File: src/rtl/elevator_controller.sv
// Eight-floor elevator controller with one-hot floor encoding.
// Four-state FSM (IDLE, UP, DOWN, DOOR). Every output is a register.
// Floor shifts saturate at floors 0 and 7.
module elevator_controller (
  input  logic       clk,
  input  logic       reset,
  input  logic [7:0] request_floor,
  input  logic [7:0] in_current_floor,
  input  logic       over_time,
  input  logic       over_weight,
  output logic       direction,
  output logic [7:0] out_current_floor,
  output logic       complete,
  output logic       door_alert,
  output logic       weight_alert
);

  typedef enum logic [1:0] {
    IDLE = 2'd0,
    UP   = 2'd1,
    DOWN = 2'd2,
    DOOR = 2'd3
  } state_t;

  state_t     state_r;
  state_t     state_nxt_s;
  logic [7:0] target_r;
  logic [7:0] target_nxt_s;
  logic [7:0] pos_nxt_s;
  logic [7:0] ref_pos_s;
  logic [7:0] pos_up_s;
  logic [7:0] pos_dn_s;
  logic       dir_nxt_s;
  logic       complete_nxt_s;
  logic       door_alert_nxt_s;
  logic       weight_alert_nxt_s;
  logic       req_valid_s;
  logic       sensor_valid_s;
  logic       accept_s;

  // A floor code is usable only when exactly one bit is set.
  function automatic logic is_onehot(input logic [7:0] v);
    return (v != 8'h00) && ((v & (v - 8'h01)) == 8'h00);
  endfunction

  // Input qualification, reference position and saturating one-floor shifts.
  always_comb begin
    req_valid_s    = is_onehot(request_floor);
    sensor_valid_s = is_onehot(in_current_floor);
    accept_s       = req_valid_s && !over_weight;
    if (sensor_valid_s) begin
      ref_pos_s = in_current_floor;
    end else begin
      ref_pos_s = out_current_floor;
    end
    if (out_current_floor[7]) begin
      pos_up_s = out_current_floor;
    end else begin
      pos_up_s = {out_current_floor[6:0], 1'b0};
    end
    if (out_current_floor[0]) begin
      pos_dn_s = out_current_floor;
    end else begin
      pos_dn_s = {1'b0, out_current_floor[7:1]};
    end
  end

  // State and output registers; reset overrides every other input.
  always_ff @(posedge clk) begin
    if (reset) begin
      state_r           <= IDLE;
      target_r          <= 8'h01;
      out_current_floor <= 8'h01;
      direction         <= 1'b0;
      complete          <= 1'b0;
      door_alert        <= 1'b0;
      weight_alert      <= 1'b0;
    end else begin
      state_r           <= state_nxt_s;
      target_r          <= target_nxt_s;
      out_current_floor <= pos_nxt_s;
      direction         <= dir_nxt_s;
      complete          <= complete_nxt_s;
      door_alert        <= door_alert_nxt_s;
      weight_alert      <= weight_alert_nxt_s;
    end
  end

  // Next-state logic. A move that could not advance (already saturated) falls back to IDLE.
  always_comb begin
    state_nxt_s = state_r;
    case (state_r)
      IDLE: begin
        if (accept_s) begin
          if (request_floor > ref_pos_s) begin
            state_nxt_s = UP;
          end else if (request_floor < ref_pos_s) begin
            state_nxt_s = DOWN;
          end else begin
            state_nxt_s = DOOR;
          end
        end else begin
          state_nxt_s = IDLE;
        end
      end
      UP: begin
        if (over_weight) begin
          state_nxt_s = UP;
        end else if ((out_current_floor == target_r) || (pos_up_s == target_r)) begin
          state_nxt_s = DOOR;
        end else if (pos_up_s == out_current_floor) begin
          state_nxt_s = IDLE;
        end else begin
          state_nxt_s = UP;
        end
      end
      DOWN: begin
        if (over_weight) begin
          state_nxt_s = DOWN;
        end else if ((out_current_floor == target_r) || (pos_dn_s == target_r)) begin
          state_nxt_s = DOOR;
        end else if (pos_dn_s == out_current_floor) begin
          state_nxt_s = IDLE;
        end else begin
          state_nxt_s = DOWN;
        end
      end
      DOOR: begin
        if (over_time || over_weight) begin
          state_nxt_s = DOOR;
        end else begin
          state_nxt_s = IDLE;
        end
      end
      default: begin
        state_nxt_s = IDLE;
      end
    endcase
  end

  // Next values of the registered outputs, position and latched target.
  always_comb begin
    pos_nxt_s          = out_current_floor;
    target_nxt_s       = target_r;
    dir_nxt_s          = direction;
    complete_nxt_s     = complete;
    door_alert_nxt_s   = over_time && ((state_r == IDLE) || (state_r == DOOR));
    weight_alert_nxt_s = over_weight;
    case (state_r)
      IDLE: begin
        if (sensor_valid_s) begin
          pos_nxt_s = in_current_floor;
        end else begin
          pos_nxt_s = out_current_floor;
        end
        if (accept_s) begin
          target_nxt_s   = request_floor;
          complete_nxt_s = (request_floor == ref_pos_s);
          if (request_floor > ref_pos_s) begin
            dir_nxt_s = 1'b1;
          end else if (request_floor < ref_pos_s) begin
            dir_nxt_s = 1'b0;
          end else begin
            dir_nxt_s = direction;
          end
        end else begin
          target_nxt_s = target_r;
        end
      end
      UP: begin
        if (over_weight) begin
          pos_nxt_s = out_current_floor;
        end else if (out_current_floor == target_r) begin
          complete_nxt_s = 1'b1;
        end else begin
          pos_nxt_s      = pos_up_s;
          complete_nxt_s = (pos_up_s == target_r);
        end
      end
      DOWN: begin
        if (over_weight) begin
          pos_nxt_s = out_current_floor;
        end else if (out_current_floor == target_r) begin
          complete_nxt_s = 1'b1;
        end else begin
          pos_nxt_s      = pos_dn_s;
          complete_nxt_s = (pos_dn_s == target_r);
        end
      end
      DOOR: begin
        pos_nxt_s = out_current_floor;
      end
      default: begin
        pos_nxt_s = out_current_floor;
      end
    endcase
  end

endmodule

File: config.mk
export PLATFORM = sky130hd
export DESIGN_NAME = elevator_controller
export DESIGN_NICKNAME = d
export VERILOG_FILES = /design/src/rtl/elevator_controller.sv
export SDC_FILE = /design/constraint.sdc
export NUM_CORES = 1
export LEC_CHECK = 0
export BUFFER_PORTS_ARGS = -buffer_cell sky130_fd_sc_hd__buf_2
export CORE_ASPECT_RATIO = 0.6
export CORE_MARGIN = 4
export CORE_UTILIZATION = 45
export CTS_CLUSTER_SIZE = 14
export DETAILED_ROUTE_END_ITERATION = 7
export GPL_TIMING_DRIVEN = 0
export PLACE_DENSITY = 0.65
export SLEW_MARGIN = 20
export SYNTH_ARGS = -nofsm -noshare
export SYNTH_HDL_FRONTEND = slang
export SYNTH_SLANG_ARGS = --single-unit
File: constraint.sdc
create_clock -name clk -period 3.4 [get_ports clk]
set_input_delay 0.34 -clock clk [delete_from_list [all_inputs] [get_ports clk]]
set_output_delay 0.34 -clock clk [all_outputs]
set_load 0.05 [all_outputs]
# After elaboration in Yosys (flattened, before gate mapping)
# Cells that the tools add are included.
# totals
register_bits,22
latchBits,0
ramBits,0
romBits,0
wordCells,75
memories,0
# op_classes
addsub,2
multipliers,0
div,0
n_lt_le_gt_ge,2
eq_ne,14
n_shift,0
mux,27
bitwise_logic,3
reduce_logical,20
# ops
cell,count
$mux W8,7
$eq A8 B8 Y1,6
$pmux W8 S3,1
$and A8 B8 Y8,2
$logic_not A8 Y1,2
$mux W2,8
$reduce_bool A8 Y1,2
$sub A8 B1 Y8 const B,2
$ne A2 B2 Y1 const B,5
$mux W1,9
$gt A8 B8 Y1,1
$lt A8 B8 Y1,1
$pmux W2 S4,1
$reduce_and A5 Y1,1
$eq A2 B2 Y1 const B,2
$logic_and A1 B1 Y1,4
$logic_or A1 B1 Y1,4
$reduce_and A4 Y1,1
$pmux W1 S3,1
$reduce_and A3 Y1,1
$reduce_bool A3 Y1,1
$eq A2 B1 Y1 const B,1
$logic_not A2 Y1,1
$reduce_and A2 Y1,1
3 further kinds,3

# Logic depth before layout (Yosys ltp)
# Gate-level depths: netlist of the first run.
# logic_depth
ltp_word,10
ltp_mapped,14

# Worst setup path before layout of the first run
# OpenSTA, ideal clock, no wires.
# synth_timing
path_kind,input-to-reg
from,input in_current_floor[3]
to,register state_r[1]
setup_time_ns,0.086
arrival_time_ns,3.080
setup_slack_ns,0.234
stages,14
cell_sequence,buf_2 -> xor2_1 -> o211ai_1 -> a21oi_2 -> a21oi_1 -> clkbuf_1 -> a22oi_1 -> ha_1 -> nor2b_1 -> o21ai_0 -> a211oi_1 -> a2111oi_0 -> o21bai_1 -> a211oi_1
# synth_via
elab_chain_cells,9
elab_cells_between_ends,10
# synth_rtl
element,line,source
from (decl),8,"input logic [7:0] in_current_floor,"
$sub A8 B1 Y8,43,return (v != 8'h00) && ((v & (v - 8'h01)) == 8'h00);
$and A8 B8 Y8,43,
$logic_not A8 Y1,43,
$logic_and A1 B1 Y1,43,
$mux W8 (*),51,if (sensor_valid_s) begin
$gt A8 B8 Y1 (*),95,if (request_floor > ref_pos_s) begin
$mux W2 (*),95,
$mux W2 (*),94,if (accept_s) begin
$pmux W2 S4 (*),92,case (state_r)
to (signal assigned),79,state_r <= state_nxt_s;
to (decl),25,state_t state_r;
# Every way passes the cells marked *; elsewhere a longest branch is shown, timed or not.
# A chain may end at the register's enable or synchronous reset.

# Final worst setup path of the first run
# layout_timing
from,input in_current_floor[2]
to,register state_r[0]
# layout_via
elab_chain_cells,10
elab_cells_between_ends,12
# layout_rtl
element,line,source
$sub A8 B1 Y8,43,
$and A8 B8 Y8,43,
$logic_not A8 Y1,43,
$logic_and A1 B1 Y1,43,
$mux W8 (*),51,
$lt A8 B8 Y1,97,end else if (request_floor < ref_pos_s) begin
$mux W1,97,
$mux W2 (*),95,
$mux W2 (*),94,
$pmux W2 S4 (*),92,
# Marked as above.

==> flow_metrics.tcl, run 1 <==
set metrics [dict create \
    cp_slowest_cell "or4_4" \
    cp_max_fo 8 \
    fin_ws_ns 0.363 \
    post-dp-hpwl_um 5240 \
    core_area_sq_um 4710 \
    hold_class "input port to flip-flop" \
    rsz0062_at_grt "no" \
    synthCells 294 \
    post-place-ws_ns -0.521 \
    portBuffers 26 \
    criticalPathCategory "input port to flip-flop" \
    drt.antenna.violating_nets 0 \
    drc 0 \
    num_rows 19 \
    yosysTopAreaCell "dfxtp_1" \
    synthToLayoutAreaGrowth_pct 13.1 \
    routedWlPerCell_um 17.5 \
    synth_area_leaders "dfxtp_1 (20%), ha_1 (7.8%), mux2i_1 (7.1%), xor2_1 (7.0%), nor2_1 (4.8%)" \
    finalNetCount 359 \
    crit_family "compound AO/OA/AOI/OAI gates" \
    chipHeight_um 62.8 \
    ys_seq_area_frac 0.196 \
    antenna_found_initial 0 \
    endpoint_kind "flip-flop" \
    crit_chain "clkbuf_1 -> or4_4 -> nor3_1 -> xnor2_1 -> nand3_1 -> a32oi_1 -> ha_1 -> nand4_1 -> a211oi_1 -> a2111oi_4 -> o21a_1 -> a311oi_1" \
    final_common_cell "buf_2" \
    synthFlopType "dfxtp_1" \
    max_cap_viol_count 0 \
    design_area_sq_um 2540 \
    die_w_um 99.3 \
    cts_max_level 1 \
    first_iter_violations 272 \
    synth_top_cell_area_share 0.196 \
    placed_cell_area_sq_um 2460 \
    fmax_ghz 0.329 \
    leakagePower_uw 0.00111 \
    wl_um 6760 \
    worstPathArrival_ns 3.22 \
    track_usage 0.219 \
    final_util 0.540 \
    drtPass1Iterations 5 \
    routabilityCongestion 0.906 \
    finalPower_uw 1480 \
    period_share 0.893 \
    outcome "completed" \
    fillers 471 \
    maxSlewHeadroom 0.611 \
    drv_slew 0 \
    regArea_sq_um 440 \
    grt_overflow_total 0 \
    via_count 2350 \
    power.density_nw_per_um2 583 \
    synth_edf_count 0 \
    antenna_cells 0 \
    holdWs_ns 0.321 \
    drive_above_1_share 0.173 \
    start_util 0.478 \
    setup_viol 0 \
    finClkSkew_ns 0.00284 \
    start_kind "input port" \
    layout_common_cells "buf_2 (35), nor2_1 (29), dfxtp_1 (22)" \
    crit_required_ns 3.58 \
    cts-root-buf "clkbuf_8" \
    vias_per_cell 6.07 \
    grt_max_degree 13 \
    postSynth.asyncResetShare 0 \
    io_pins 32 \
    fin_crit_ns 3.04 \
    grt_pass1_vias 2080 \
    cts_tree "built" \
    clock_path_buffers 2 \
    holdBufCountCts 0 \
    worst_slew_pin_slew_ns 0.578 \
    max-vdd-ir-drop_mv 0.194 \
    synth_warnings 0 \
    synth_area_sq_um 2250 \
    grt_pass1_wl_um 11000 \
    synth_seq_cells 22 \
    critPathMaxStageDelay_ns 0.59 \
    numCtsBuffers 3 \
    hold_viol 0 \
    synth_cell_types 57 \
    multiInputGateArea_sq_um 1670 \
    syn_area_per_cell_sq_um 7.65 \
    clk_latency_ns 0.27 \
    synth_nets 328 \
    dieArea_sq_um 6230 \
    critPathBufInv 1 \
    clkSinkCount 22 \
    clk_pin_slew_ns 0.08 \
]
## state kept, by name (all words and copies together) (netlist names)
| register | flops |
|---|---|
| out_current_floor | 8 |
| target_r | 8 |
| state_r | 2 |
| complete | 1 |
| direction | 1 |
| door_alert | 1 |
| weight_alert | 1 |
## metrics by stage
| step | setup TNS [ns] | cells |
|---|---|---|
| global route | 0 | 387 |
| floorplan | 0 | 294 |
| CTS | 0 | 387 |
| detailed placement | -1.39 | 383 |
| finish | 0 | 387 |
| global placement | -1.96 | 383 |
## final timing paths
check / startpoint / end / slack [ns] / cells after the start
worst min register to register: complete / complete / 0.51 / 2
worst max register to register: out_current_floor[7] / state_r[0] / 0.65 / 9
worst max-delay path: in_current_floor[2] / state_r[0] / 0.36 / 12
worst min-delay path: over_time / door_alert / 0.32 / 2
## Yosys cell counts, types with 2 or more instances
cell type,n
inv_1,12
a211oi_1,4
dfxtp_1,22
ha_1,14
buf_6,2
o31ai_1,4
o221ai_1,2
nand2_1,14
o21bai_1,2
clkbuf_1,13
nor2_1,29
nor2b_1,4
nand3_1,9
or4_1,2
nor3_1,8
or3_1,3
nand2b_1,4
xor2_1,18
a22oi_1,4
maj3_1,2
buf_2,9
a21oi_1,20
o211ai_1,4
a31oi_1,7
o21ai_0,14
and3_1,2
a21o_1,3
o21a_1,2
a2111oi_0,2
o32ai_1,3
mux2_2,3
mux2i_1,16
nor4_1,6
xnor2_1,5
nand4_1,4
## per-layer routing
layer,GRT usage,part of all wire,up-vias
li1,-,-,1140
met2,0.293,0.38,119
met1,0.352,0.50,1087
met4,0.0290,0.0071,0
met3,0.0524,0.11,4
met5,0,0,-
## cells by family (layout without fill, tap and decap cells)
logic type                 count (synthesis)  after routing  share of synthesized area
AOI/OAI and AO/OA                         82             82                      0.245
xor gates and xnor gates                  23             23                     0.0896
adders and majority gates                 16             16                     0.0868
buffers and inverters                     37             67                     0.0735
DFF                                       22             22                      0.196
muxes                                     20             20                     0.0929
and+or+nand+nor                           94             94                      0.216
## timing repair
item                       4_1_cts  5_1_grt
buffers inserted                 0        0
setup endpoints to repair        3        3
resized for setup                1        5
## layout make-up
cell class                 instances  share of cell area
sequential                        22               0.173
clock buffer                       4              0.0216
inverter                          13              0.0192
multi-input combinational        235               0.658
tap                               63              0.0310
timing repair buffer              26              0.0512
buffer                            24              0.0462
## report_power, final
group          total, uW  switching [uW]  leakage [uW]  internal [uW]
clock network        193            89.4     0.0000288            103
registers            321            26.8      0.000179            294
logic                970             631      0.000906            339
(Power assumes the default switching activity.)
==> run 2: changes to the inputs <==
--- a/config.mk
+++ b/config.mk
@@ -12,7 +12,7 @@
 export CTS_CLUSTER_SIZE = 14
 export DETAILED_ROUTE_END_ITERATION = 7
 export GPL_TIMING_DRIVEN = 0
-export PLACE_DENSITY = 0.65
+export PLACE_DENSITY = 0.76
 export SLEW_MARGIN = 20
 export SYNTH_ARGS = -nofsm -noshare
 export SYNTH_HDL_FRONTEND = slang
==> flow_metrics.tcl, run 2 (synthesized netlist as in run 1, its figures left out) <==
set metrics [dict create \
    endpoint_kind "flip-flop" \
    holdBufCountCts 0 \
    grt_pass1_wl_um 10800 \
    reg2reg_depth 9 \
    finClkSkew_ns 0.0107 \
    period_share 0.893 \
    start_util 0.478 \
    final_util 0.540 \
    drt.antenna.violating_nets 0 \
    outcome "completed" \
    cts-root-buf "clkbuf_8" \
    worst_slew_pin_slew_ns 0.629 \
    numCtsBuffers 3 \
    hold_path_depth 2 \
    maxSlewHeadroom 0.576 \
    hold_class "input port to flip-flop" \
    drive_above_1_share 0.173 \
    layout_common_cells "buf_2 (35), nor2_1 (29), dfxtp_1 (22)" \
    timing.setup.tns_ns 0 \
    post-dp-hpwl_um 5130 \
    cp_max_fo 10 \
    max-vdd-ir-drop_mv 0.306 \
    max_cap_viol_count 0 \
    fin_crit_ns 3.04 \
    start_kind "input port" \
    rsz0062_at_grt "no" \
    final_common_cell "buf_2" \
    top_regs "out_current_floor (8), target_r (8), state_r (2)" \
    leakagePower_uw 0.00111 \
    critPathMaxStageDelay_ns 0.40 \
    wl_um 6820 \
    dieArea_sq_um 6230 \
    multiInputGateArea_sq_um 1670 \
    worstPathArrival_ns 3.22 \
    grt_max_degree 13 \
    clk_latency_ns 0.27 \
    clkSinkCount 22 \
    antenna_found_initial 0 \
    routabilityCongestion 0.944 \
    drtPass1Iterations 5 \
    worstHoldEndpoint "door_alert" \
    grt_overflow_total 0 \
    io_pins 32 \
    cts_tree "built" \
    r2r_slack_ns 0.64 \
    synthToLayoutAreaGrowth_pct 13.1 \
    fmax_ghz 0.329 \
    antenna_cells 0 \
    crit_family "compound AO/OA/AOI/OAI gates" \
    hold_viol 0 \
    core_area_sq_um 4710 \
    finalPower_uw 1500 \
    finalNetCount 359 \
    die_w_um 99.3 \
    r2r_start "out_current_floor[7]" \
    cp_slowest_cell "a211oi_1" \
    postCtsSetupRepairBufs 0 \
    track_usage 0.217 \
    fillers 460 \
    power.density_nw_per_um2 588 \
    regArea_sq_um 440 \
    routedWlPerCell_um 17.6 \
    clk_pin_slew_ns 0.09 \
    chipHeight_um 62.8 \
    clock_path_buffers 2 \
    criticalPathCategory "input port to flip-flop" \
    num_rows 19 \
    cts_max_level 1 \
    critPathBufInv 2 \
    drc 0 \
    setup_viol 0 \
    hp-start "over_time" \
    portBuffers 26 \
    first_iter_violations 364 \
    drv_slew 0 \
    via_count 2387 \
    vias_per_cell 6.17 \
    r2r_end "state_r[0]" \
    crit_required_ns 3.59 \
    grt_pass1_vias 2020 \
    crit_chain "buf_2 -> xor2_1 -> o211ai_1 -> a21oi_4 -> a21oi_2 -> clkbuf_2 -> a22oi_1 -> ha_1 -> nor2b_1 -> o21ai_0 -> a211oi_1 -> a2111oi_4 -> o21a_1 -> a311oi_1" \
]
run 2: cell counts in the layout (fill, tap and decap cells not counted):
No cell type changed its count.
run 2: worst max-delay path by stage:
stage,start,endpoint,slack (ns),cells after the start
2_1_floorplan,in_current_floor[3],state_r[1],0.23,14
3_3_place_gp,in_current_floor[2],state_r[1],-0.62,14
3_5_place_dp,in_current_floor[2],direction,-0.77,14
5_1_grt,in_current_floor[2],state_r[0],0.04,14
6_report,in_current_floor[3],state_r[0],0.36,14
4_1_cts,in_current_floor[2],direction,0.01,14
run 2: what timing repair did:
item / 4_1_cts / 5_1_grt
endpoints found under the setup margin: 3 / 4
gates resized for setup: 2 / 5
endpoints found under the hold margin: 0 / 0
cloned: 0 / 0
run 2: per-layer routing:
metal | wire length [um] | global-route usage | up-vias
li1 | - | - | 1137
met1 | 3310 | 0.353 | 1104
met2 | 2570 | 0.283 | 136
met3 | 865 | 0.0491 | 10
met4 | 71 | 0.0375 | 0
met5 | 0 | 0 | -
run 2: worst reg2reg max path, delay by kind of cell, from the launching register on:
kind	cells	cell delay (ns)
flip-flops	1	0.42
adder cells (fa/ha/maj)	1	0.40
buffers and inverters	2	0.61
AND/OR/NAND/NOR	1	0.14
AO/OA/AOI/OAI	5	1.10
run 2: area by class of cell:
type	count	share of cell area
inverter	13	0.0192
tap	63	0.0310
sequential	22	0.173
clock buffer	4	0.0216
multi-input combinational	235	0.658
buffer	24	0.0462
timing repair buffer	26	0.0512
run 2: through the flow:
stage               instances  cell area (sq um)  setup slack [ns]  hold slack (ns)
floorplan                 294               2250             0.234            0.484
detailed placement        383               2460            -0.770            0.476
global route              387               2540            0.0376            0.310
CTS                       387               2520            0.0110            0.310
finish                    387               2540             0.365            0.307
global placement          383               2460            -0.617            0.466
run 2: report_power, final:
part | internal [uW] | switching, uW
Clock | 104 | 95.4
Combinational | 339 | 636
Sequential | 294 | 28.8
Total | 737 | 760
